$ cat config.mk
export PLATFORM = sky130hd
export DESIGN_NAME = rename_map_table_ckpt_flat
export DESIGN_NICKNAME = d
export VERILOG_FILES = /design/src/rtl/rename_map_table_ckpt_if.sv /design/src/rtl/rename_map_table_ckpt.sv /design/src/flat_wrapper.sv
export SDC_FILE = /design/constraint.sdc
export NUM_CORES = 2
export LEC_CHECK = 0
export ABC_CLOCK_PERIOD_IN_PS = 21200
export BUFFER_PORTS_ARGS = -buffer_cell sky130_fd_sc_hd__buf_2
export CORE_MARGIN = 2
export CORE_UTILIZATION = 45
export DETAILED_ROUTE_END_ITERATION = 16
export HOLD_SLACK_MARGIN = 0.02
export PLACE_DENSITY = 0.62
export REMOVE_ABC_BUFFERS = 1
export SYNTH_ARGS = -nofsm -noshare
export SYNTH_HDL_FRONTEND = slang
export SYNTH_SLANG_ARGS = --single-unit
$ cat constraint.sdc
create_clock -name clk -period 21.2 [get_ports clk]
set_clock_uncertainty 0.15 [all_clocks]
set_input_delay 6.36 -clock clk [delete_from_list [all_inputs] [get_ports clk]]
set_output_delay 6.36 -clock clk [all_outputs]
set_load 0.03 [all_outputs]
$ cat src/rtl/rename_map_table_ckpt_if.sv
// Rename-stage port bundle: rename lanes, commit lanes, checkpoint control.
// Carries only wires; all timing is owned by the map table.
// Master drives requests, slave returns mappings and checkpoint status.
interface rename_map_table_ckpt_if #(
    parameter int RN_WIDTH = 2,
    parameter int CREG_NUM = 32,
    parameter int PREG_NUM = 64,
    parameter int CKPT_NUM = 4,
    parameter int CM_WIDTH = 2
);
    localparam int CRW = $clog2(CREG_NUM);
    localparam int PW  = $clog2(PREG_NUM);
    localparam int CW  = $clog2(CKPT_NUM);

    logic [RN_WIDTH-1:0][CRW-1:0] rn_src1;
    logic [RN_WIDTH-1:0][CRW-1:0] rn_src2;
    logic [RN_WIDTH-1:0][PW:0]    rn_psrc1;
    logic [RN_WIDTH-1:0][PW:0]    rn_psrc2;
    logic [RN_WIDTH-1:0]          rn_wvalid;
    logic [RN_WIDTH-1:0][CRW-1:0] rn_dst;
    logic [RN_WIDTH-1:0][PW-1:0]  rn_pdst;
    logic [RN_WIDTH-1:0][PW:0]    rn_pold;

    logic [CM_WIDTH-1:0]          cm_valid;
    logic [CM_WIDTH-1:0][CRW-1:0] cm_creg;
    logic [CM_WIDTH-1:0][PW-1:0]  cm_preg;

    logic                         ckpt_take;
    logic [CW-1:0]                ckpt_id;
    logic                         ckpt_release;
    logic                         restore_valid;
    logic [CW-1:0]                restore_id;
    logic                         flush;
    logic                         ckpt_full;
    logic [CW:0]                  ckpt_count;
    logic                         ckpt_overflow;

    modport master (
        output rn_src1, rn_src2, rn_wvalid, rn_dst, rn_pdst,
        output cm_valid, cm_creg, cm_preg,
        output ckpt_take, ckpt_release, restore_valid, restore_id, flush,
        input  rn_psrc1, rn_psrc2, rn_pold,
        input  ckpt_id, ckpt_full, ckpt_count, ckpt_overflow
    );

    modport slave (
        input  rn_src1, rn_src2, rn_wvalid, rn_dst, rn_pdst,
        input  cm_valid, cm_creg, cm_preg,
        input  ckpt_take, ckpt_release, restore_valid, restore_id, flush,
        output rn_psrc1, rn_psrc2, rn_pold,
        output ckpt_id, ckpt_full, ckpt_count, ckpt_overflow
    );
endinterface

$ cat src/rtl/rename_map_table_ckpt.sv
// Register alias table (speculative + committed maps) with in-order branch checkpoints.
// Source/old-dest lookups are combinational; map, checkpoint and status updates land at the next edge.
// No stall path: a take that finds every slot busy is dropped and raises a sticky overflow flag.
module rename_map_table_ckpt #(
    parameter int RN_WIDTH = 2,
    parameter int CREG_NUM = 32,
    parameter int PREG_NUM = 64,
    parameter int CKPT_NUM = 4,
    parameter int CM_WIDTH = 2
) (
    input  logic                    clk,
    input  logic                    reset,
    rename_map_table_ckpt_if.slave  bus
);
    localparam int CRW = $clog2(CREG_NUM);
    localparam int PW  = $clog2(PREG_NUM);
    localparam int CW  = $clog2(CKPT_NUM);
    localparam int EW  = PW + 1;
    localparam logic [CW:0] FULL_CNT = (CW+1)'(CKPT_NUM);

    typedef logic [EW-1:0] ent_t;

    ent_t srat_q [CREG_NUM];
    ent_t srat_d [CREG_NUM];
    ent_t arat_q [CREG_NUM];
    ent_t arat_d [CREG_NUM];
    ent_t srat_ren [CREG_NUM];
    ent_t snap_q [CKPT_NUM][CREG_NUM];

    logic [CW-1:0] head_q, head_d;
    logic [CW-1:0] tail_q, tail_d;
    logic [CW:0]   count_q, count_d;
    logic          ovf_q, ovf_d;

    logic          take_ok;
    logic          rel_ok;
    logic          snap_we;
    logic [CW-1:0] rst_dist;
    logic          rst_live;

    logic [RN_WIDTH-1:0][PW:0] psrc1_c;
    logic [RN_WIDTH-1:0][PW:0] psrc2_c;
    logic [RN_WIDTH-1:0][PW:0] pold_c;

    // Lookups: SRAT value, overridden by the youngest older lane writing the same creg; creg 0 reads zero.
    always_comb begin
        for (int i = 0; i < RN_WIDTH; i++) begin
            psrc1_c[i] = srat_q[bus.rn_src1[i]];
            psrc2_c[i] = srat_q[bus.rn_src2[i]];
            pold_c[i]  = srat_q[bus.rn_dst[i]];
            for (int j = 0; j < RN_WIDTH; j++) begin
                if (j < i && bus.rn_wvalid[j]) begin
                    if (bus.rn_dst[j] == bus.rn_src1[i]) psrc1_c[i] = {1'b1, bus.rn_pdst[j]};
                    if (bus.rn_dst[j] == bus.rn_src2[i]) psrc2_c[i] = {1'b1, bus.rn_pdst[j]};
                    if (bus.rn_dst[j] == bus.rn_dst[i])  pold_c[i]  = {1'b1, bus.rn_pdst[j]};
                end
            end
            if (bus.rn_src1[i] == '0) psrc1_c[i] = '0;
            if (bus.rn_src2[i] == '0) psrc2_c[i] = '0;
            if (bus.rn_dst[i] == '0)  pold_c[i]  = '0;
        end
    end

    assign bus.rn_psrc1 = psrc1_c;
    assign bus.rn_psrc2 = psrc2_c;
    assign bus.rn_pold  = pold_c;

    // Restore target is live when its distance from head falls inside the occupied window.
    assign rst_dist = bus.restore_id - head_q;
    assign rst_live = ({1'b0, rst_dist} < count_q);

    // Next-state for both maps and the checkpoint ring: flush beats restore beats normal rename.
    always_comb begin
        for (int c = 0; c < CREG_NUM; c++) begin
            arat_d[c]   = arat_q[c];
            srat_ren[c] = srat_q[c];
            srat_d[c]   = srat_q[c];
        end
        head_d  = head_q;
        tail_d  = tail_q;
        count_d = count_q;
        ovf_d   = ovf_q;
        snap_we = 1'b0;

        // Commits, later lanes override earlier ones.
        for (int k = 0; k < CM_WIDTH; k++) begin
            if (bus.cm_valid[k] && bus.cm_creg[k] != '0) begin
                arat_d[bus.cm_creg[k]] = {1'b1, bus.cm_preg[k]};
            end
        end

        // Rename writes, later lanes override earlier ones; this is also the snapshot payload.
        for (int i = 0; i < RN_WIDTH; i++) begin
            if (bus.rn_wvalid[i] && bus.rn_dst[i] != '0) begin
                srat_ren[bus.rn_dst[i]] = {1'b1, bus.rn_pdst[i]};
            end
        end

        take_ok = bus.ckpt_take && (count_q != FULL_CNT || bus.ckpt_release);
        rel_ok  = bus.ckpt_release && (count_q != '0);

        if (bus.flush) begin
            for (int c = 0; c < CREG_NUM; c++) srat_d[c] = arat_d[c];
            head_d  = '0;
            tail_d  = '0;
            count_d = '0;
        end else if (bus.restore_valid && rst_live) begin
            for (int c = 0; c < CREG_NUM; c++) srat_d[c] = snap_q[bus.restore_id][c];
            tail_d = bus.restore_id + 1'b1;
            if (rel_ok) begin
                // Release applies after truncation: drop the oldest of the surviving window.
                head_d  = head_q + 1'b1;
                count_d = {1'b0, rst_dist};
            end else begin
                count_d = {1'b0, rst_dist} + 1'b1;
            end
        end else begin
            for (int c = 0; c < CREG_NUM; c++) srat_d[c] = srat_ren[c];
            if (take_ok) begin
                snap_we = 1'b1;
                tail_d  = tail_q + 1'b1;
            end else if (bus.ckpt_take) begin
                ovf_d = 1'b1;
            end
            if (rel_ok) head_d = head_q + 1'b1;
            count_d = count_q + {{CW{1'b0}}, take_ok} - {{CW{1'b0}}, rel_ok};
        end
    end

    // Map and ring state registers.
    always_ff @(posedge clk or posedge reset) begin
        if (reset) begin
            for (int c = 0; c < CREG_NUM; c++) begin
                srat_q[c] <= '0;
                arat_q[c] <= '0;
            end
            head_q  <= '0;
            tail_q  <= '0;
            count_q <= '0;
            ovf_q   <= 1'b0;
        end else begin
            for (int c = 0; c < CREG_NUM; c++) begin
                srat_q[c] <= srat_d[c];
                arat_q[c] <= arat_d[c];
            end
            head_q  <= head_d;
            tail_q  <= tail_d;
            count_q <= count_d;
            ovf_q   <= ovf_d;
        end
    end

    // Snapshot storage: contents are only read for live slots, so no reset is needed.
    always_ff @(posedge clk) begin
        if (snap_we) begin
            for (int c = 0; c < CREG_NUM; c++) snap_q[tail_q][c] <= srat_ren[c];
        end
    end

    assign bus.ckpt_id       = tail_q;
    assign bus.ckpt_full     = (count_q == FULL_CNT);
    assign bus.ckpt_count    = count_q;
    assign bus.ckpt_overflow = ovf_q;
endmodule

$ cat src/flat_wrapper.sv
// flat-port wrapper written by rule: the top's interface ports become plain ports
module rename_map_table_ckpt_flat 
#(
    parameter int RN_WIDTH = 2,
    parameter int CREG_NUM = 32,
    parameter int PREG_NUM = 64,
    parameter int CKPT_NUM = 4,
    parameter int CM_WIDTH = 2
)
  (clk, reset, bus_rn_src1, bus_rn_src2, bus_rn_wvalid, bus_rn_dst, bus_rn_pdst, bus_cm_valid, bus_cm_creg, bus_cm_preg, bus_ckpt_take, bus_ckpt_release, bus_restore_valid, bus_restore_id, bus_flush, bus_rn_psrc1, bus_rn_psrc2, bus_rn_pold, bus_ckpt_id, bus_ckpt_full, bus_ckpt_count, bus_ckpt_overflow);
  rename_map_table_ckpt_if #(.RN_WIDTH(RN_WIDTH), .CREG_NUM(CREG_NUM), .PREG_NUM(PREG_NUM), .CKPT_NUM(CKPT_NUM), .CM_WIDTH(CM_WIDTH)) bus_i ();
  input  logic clk;
  input  logic reset;
  input wire logic [$bits(bus_i.rn_src1)-1:0] bus_rn_src1;
  input wire logic [$bits(bus_i.rn_src2)-1:0] bus_rn_src2;
  input wire logic [$bits(bus_i.rn_wvalid)-1:0] bus_rn_wvalid;
  input wire logic [$bits(bus_i.rn_dst)-1:0] bus_rn_dst;
  input wire logic [$bits(bus_i.rn_pdst)-1:0] bus_rn_pdst;
  input wire logic [$bits(bus_i.cm_valid)-1:0] bus_cm_valid;
  input wire logic [$bits(bus_i.cm_creg)-1:0] bus_cm_creg;
  input wire logic [$bits(bus_i.cm_preg)-1:0] bus_cm_preg;
  input wire logic [$bits(bus_i.ckpt_take)-1:0] bus_ckpt_take;
  input wire logic [$bits(bus_i.ckpt_release)-1:0] bus_ckpt_release;
  input wire logic [$bits(bus_i.restore_valid)-1:0] bus_restore_valid;
  input wire logic [$bits(bus_i.restore_id)-1:0] bus_restore_id;
  input wire logic [$bits(bus_i.flush)-1:0] bus_flush;
  output wire logic [$bits(bus_i.rn_psrc1)-1:0] bus_rn_psrc1;
  output wire logic [$bits(bus_i.rn_psrc2)-1:0] bus_rn_psrc2;
  output wire logic [$bits(bus_i.rn_pold)-1:0] bus_rn_pold;
  output wire logic [$bits(bus_i.ckpt_id)-1:0] bus_ckpt_id;
  output wire logic [$bits(bus_i.ckpt_full)-1:0] bus_ckpt_full;
  output wire logic [$bits(bus_i.ckpt_count)-1:0] bus_ckpt_count;
  output wire logic [$bits(bus_i.ckpt_overflow)-1:0] bus_ckpt_overflow;
  assign bus_i.rn_src1 = bus_rn_src1;
  assign bus_i.rn_src2 = bus_rn_src2;
  assign bus_i.rn_wvalid = bus_rn_wvalid;
  assign bus_i.rn_dst = bus_rn_dst;
  assign bus_i.rn_pdst = bus_rn_pdst;
  assign bus_i.cm_valid = bus_cm_valid;
  assign bus_i.cm_creg = bus_cm_creg;
  assign bus_i.cm_preg = bus_cm_preg;
  assign bus_i.ckpt_take = bus_ckpt_take;
  assign bus_i.ckpt_release = bus_ckpt_release;
  assign bus_i.restore_valid = bus_restore_valid;
  assign bus_i.restore_id = bus_restore_id;
  assign bus_i.flush = bus_flush;
  assign bus_rn_psrc1 = bus_i.rn_psrc1;
  assign bus_rn_psrc2 = bus_i.rn_psrc2;
  assign bus_rn_pold = bus_i.rn_pold;
  assign bus_ckpt_id = bus_i.ckpt_id;
  assign bus_ckpt_full = bus_i.ckpt_full;
  assign bus_ckpt_count = bus_i.ckpt_count;
  assign bus_ckpt_overflow = bus_i.ckpt_overflow;
  rename_map_table_ckpt #(.RN_WIDTH(RN_WIDTH), .CREG_NUM(CREG_NUM), .PREG_NUM(PREG_NUM), .CKPT_NUM(CKPT_NUM), .CM_WIDTH(CM_WIDTH)) u_core (.clk(clk), .reset(reset), .bus(bus_i));
endmodule
==> reports/qor.csv <==
metric;value;unit
reg2reg end;u_core.srat_q[83];
synth top area cells;edfxtp_1, mux4_2, dfrtp_1;
Worst-Skew Late Latency;0.78;ns
final setup fails;0;
DR WL/cell;37.9;µm
H-tree depth;4;
critical path peak fanout;36;
DR WL met3;44900;µm
I/O Pins;125;
cells after synthesis;5006;
highest routed layer;met5;
area grow syn2layout;9.45;%
mux contribution to synthesized area;23.7;%
delay-heaviest family, CP;buffers and inverters;
flops & latches, synth;1352;
Worst R2R Path Depth;13;
Via density;7.14;
WHS Path Cells;0;
post-synth top area cell;edfxtp_1;
sequential area share after synthesis;54.6;%
Reg clk slew, reported paths;0.05;ns
Buf/Inv on CP;3;
# nets final;5001;
Yosys cell types;80;
Total GRT Usage;33.5;%
pin count of the biggest net entering global routing;156;
CP cell instances;buf_4 > buf_4 > mux4_2 > a221oi_1 > a21oi_1 > nor3_1 > nor3_1 > buf_2;
Peak Freq;0.0617;GHz
routed vias;50700;
layout cells sized above 1;21.5;%
final slew viol count;0;
Crit Path Class;in2out;
Avg Synthesized Cell Area;14.0;µm²
Synth Area in XOR/XNOR;0.300;%
Rows;144;
startpoint types;input port;
number of setup buffers added after CTS;0;
CTS Hold Bufs;0;
Final Critical Period;16.20;ns
total routed wirelength;269000;µm
measured slew at the worst slew-check pin;1.36;ns
min-delay src;u_core.arat_q[217];
Clock Path Buffers;3;
first-pass GRT wire length;374000;µm
WP data arrival;9.69;ns
reg2reg setup slack;15.09;ns
Starting Density;45.4;%
Final TNS setup;0;ns
Pleak;28.0;nW
compound-gate portion of the synthesized area;10.3;%
Slew headroom;9.09;%
main combinational cell family by area after synthesis;multiplexers;
CORE AREA;0.154;mm²
CTS root buf;clkbuf_16;
Residual DRC;0;
vias in the first global route;48000;
Critical Path Sink Type;primary output;
Fin Hold WS;0.226;ns
Synth Cell Area;0.0702;mm²
run status;finished clean;
reg2reg start;u_core.head_q[0];
CTS Sinks;1352;
Crit path largest cell delay;0.84;ns
drt pass-1 iters;9;
DP HPWL;171000;µm
Antenna Violating Nets Remaining;0;
Tcrit/Tclk final;76.4;%
Worst path slowest cell;nor3_1;
Fin. Hold Viols;0;
Post-Synth Simple-Gate Area;7.76;%
CTS resizes;0;
DR WL met2;111000;µm
1st-iter DRT viols;8415;
commonest cells after routing, fill and taps aside;edfxtp_1, mux4_2, dfrtp_1, nor2_1, mux2i_1;
CTS tree;yes;
Routability Congestion;1.03;
yosys warns;0;
Post-synth ARST share;33.7;%
Pwr Density;113;mW/mm²
Die Y;399;µm
RSZ-0062 raised after global routing;false;
grt ovf;0;
worst hold path type;reg2reg;
Critical Path RT;14.69;ns
Max Cap Viol;0;
Main synth FF type;edfxtp_1;
WHS Endpoint;u_core.arat_q[217];
number of port buffers;124;
met1 WL;103000;µm
Post-synth EDFFs;896;
share of the synthesized area in the top cell type;38.4;%
Post-Synth Adder-Cell Area;0.118;%
Die X;399;µm
commonest non-fill, non-tap cell in the layout;edfxtp_1;
VDD IR-drop max;0.0000843;V
cts bufs inserted;145;
Die ar.;0.159;mm²
initial antenna violation count;37;
==> state kept, by name, summed over array words and instances, names as in the netlist <==
name,flops
u_core.snap_q,896
u_core.arat_q,224
u_core.srat_q,224
u_core.bus.ckpt_count,3
u_core.bus.ckpt_id,2
u_core.head_q,2
u_core.bus.ckpt_overflow,1
==> metal layers <==
| layer | up-vias | GRT usage, % |
|---|---|---|
| li1 | 19700 | - |
| met1 | 26300 | 46.6 |
| met2 | 3957 | 46.1 |
| met3 | 709 | 15.3 |
| met4 | 32 | 11.7 |
| met5 | - | 0.938 |
==> logic make-up after synthesis <==
group / Yosys count
xor+xnor: 24
buf+inv: 496
simple gates: 1134
compound gates: 1049
mux: 945
flops: 1352
fa+ha+maj: 6
==> where the power goes <==
part | leakage, nW | internal (mW) | switching (mW) | total [mW]
registers | 13.5 | 3.37 | 0.696 | 4.06
logic | 12.2 | 0.908 | 1.23 | 2.14
clock network | 2.21 | 1.38 | 1.08 | 2.46
total | 28.0 | 5.66 | 3.01 | 8.67
==> layout make-up <==
| type | count | area [µm²] |
|---|---|---|
| Clock inverter | 52 | 546 |
| Antenna cell | 11 | 27.5 |
| Timing Repair Buffer | 235 | 1560 |
| Clock buffer | 217 | 4040 |
| Inverter | 27 | 116 |
| Sequential cell | 1352 | 38300 |
| Tap cell | 2044 | 2560 |
| Fill cell | 13100 | 77600 |
| Multi-Input combinational cell | 3158 | 29600 |
==> through the flow <==
stage | power [mW] | cells | area, µm² | setup slack [ns] | util, %
detailed placement | 6.12 | 6815 | 72200 | 5.09 | 46.7
finish | 8.67 | 7096 | 76800 | 5.00 | 49.7
CTS | 8.56 | 7084 | 76700 | 5.08 | 49.7
global route | 8.89 | 7091 | 76800 | 4.86 | 49.7
global placement | 6.07 | 6815 | 72200 | 5.07 | 46.7
floorplan | 5.17 | 4537 | 68000 | -5.68 | -
==> synth_stat cells (15+ instances only) <==
master and instances:
a211o_1 98, buf_1 43, nor2_1 431, o22a_1 20, buf_2 129, dfrtp_1 456, a31oi_1 33, o21ai_1 22
buf_6 17, mux4_2 561, and3_1 101, edfxtp_1 896, a22oi_1 37, o311ai_1 44, a211oi_1 94, a221oi_1 16
inv_1 26, mux2i_1 362, nor2_2 15, buf_4 20, nand2_1 289, and2_1 16, o21a_1 73, and3b_1 18
a21o_1 18, nor3_1 26, a2bb2oi_1 96, nand3_1 95, o311ai_0 30, clkbuf_1 254, nor2b_1 19, a21oi_1 321
or3b_2 21, nand3b_1 35, o21ai_0 93
==> worst max-delay path by stage <==
stage	to	cells after the start	slack [ns]	start
floorplan	u_core.snap_q[1][0]	10	-5.68	bus_restore_id[0]
global placement	bus_rn_psrc1[4]	8	5.07	bus_rn_src1[0]
detailed placement	bus_rn_psrc1[4]	8	5.09	bus_rn_src1[0]
CTS	bus_rn_psrc1[1]	7	5.08	bus_rn_src1[0]
global route	bus_rn_pold[11]	8	4.86	bus_rn_dst[5]
finish	bus_rn_pold[11]	8	5.00	bus_rn_dst[5]
Power figures use the tool's default switching activity.
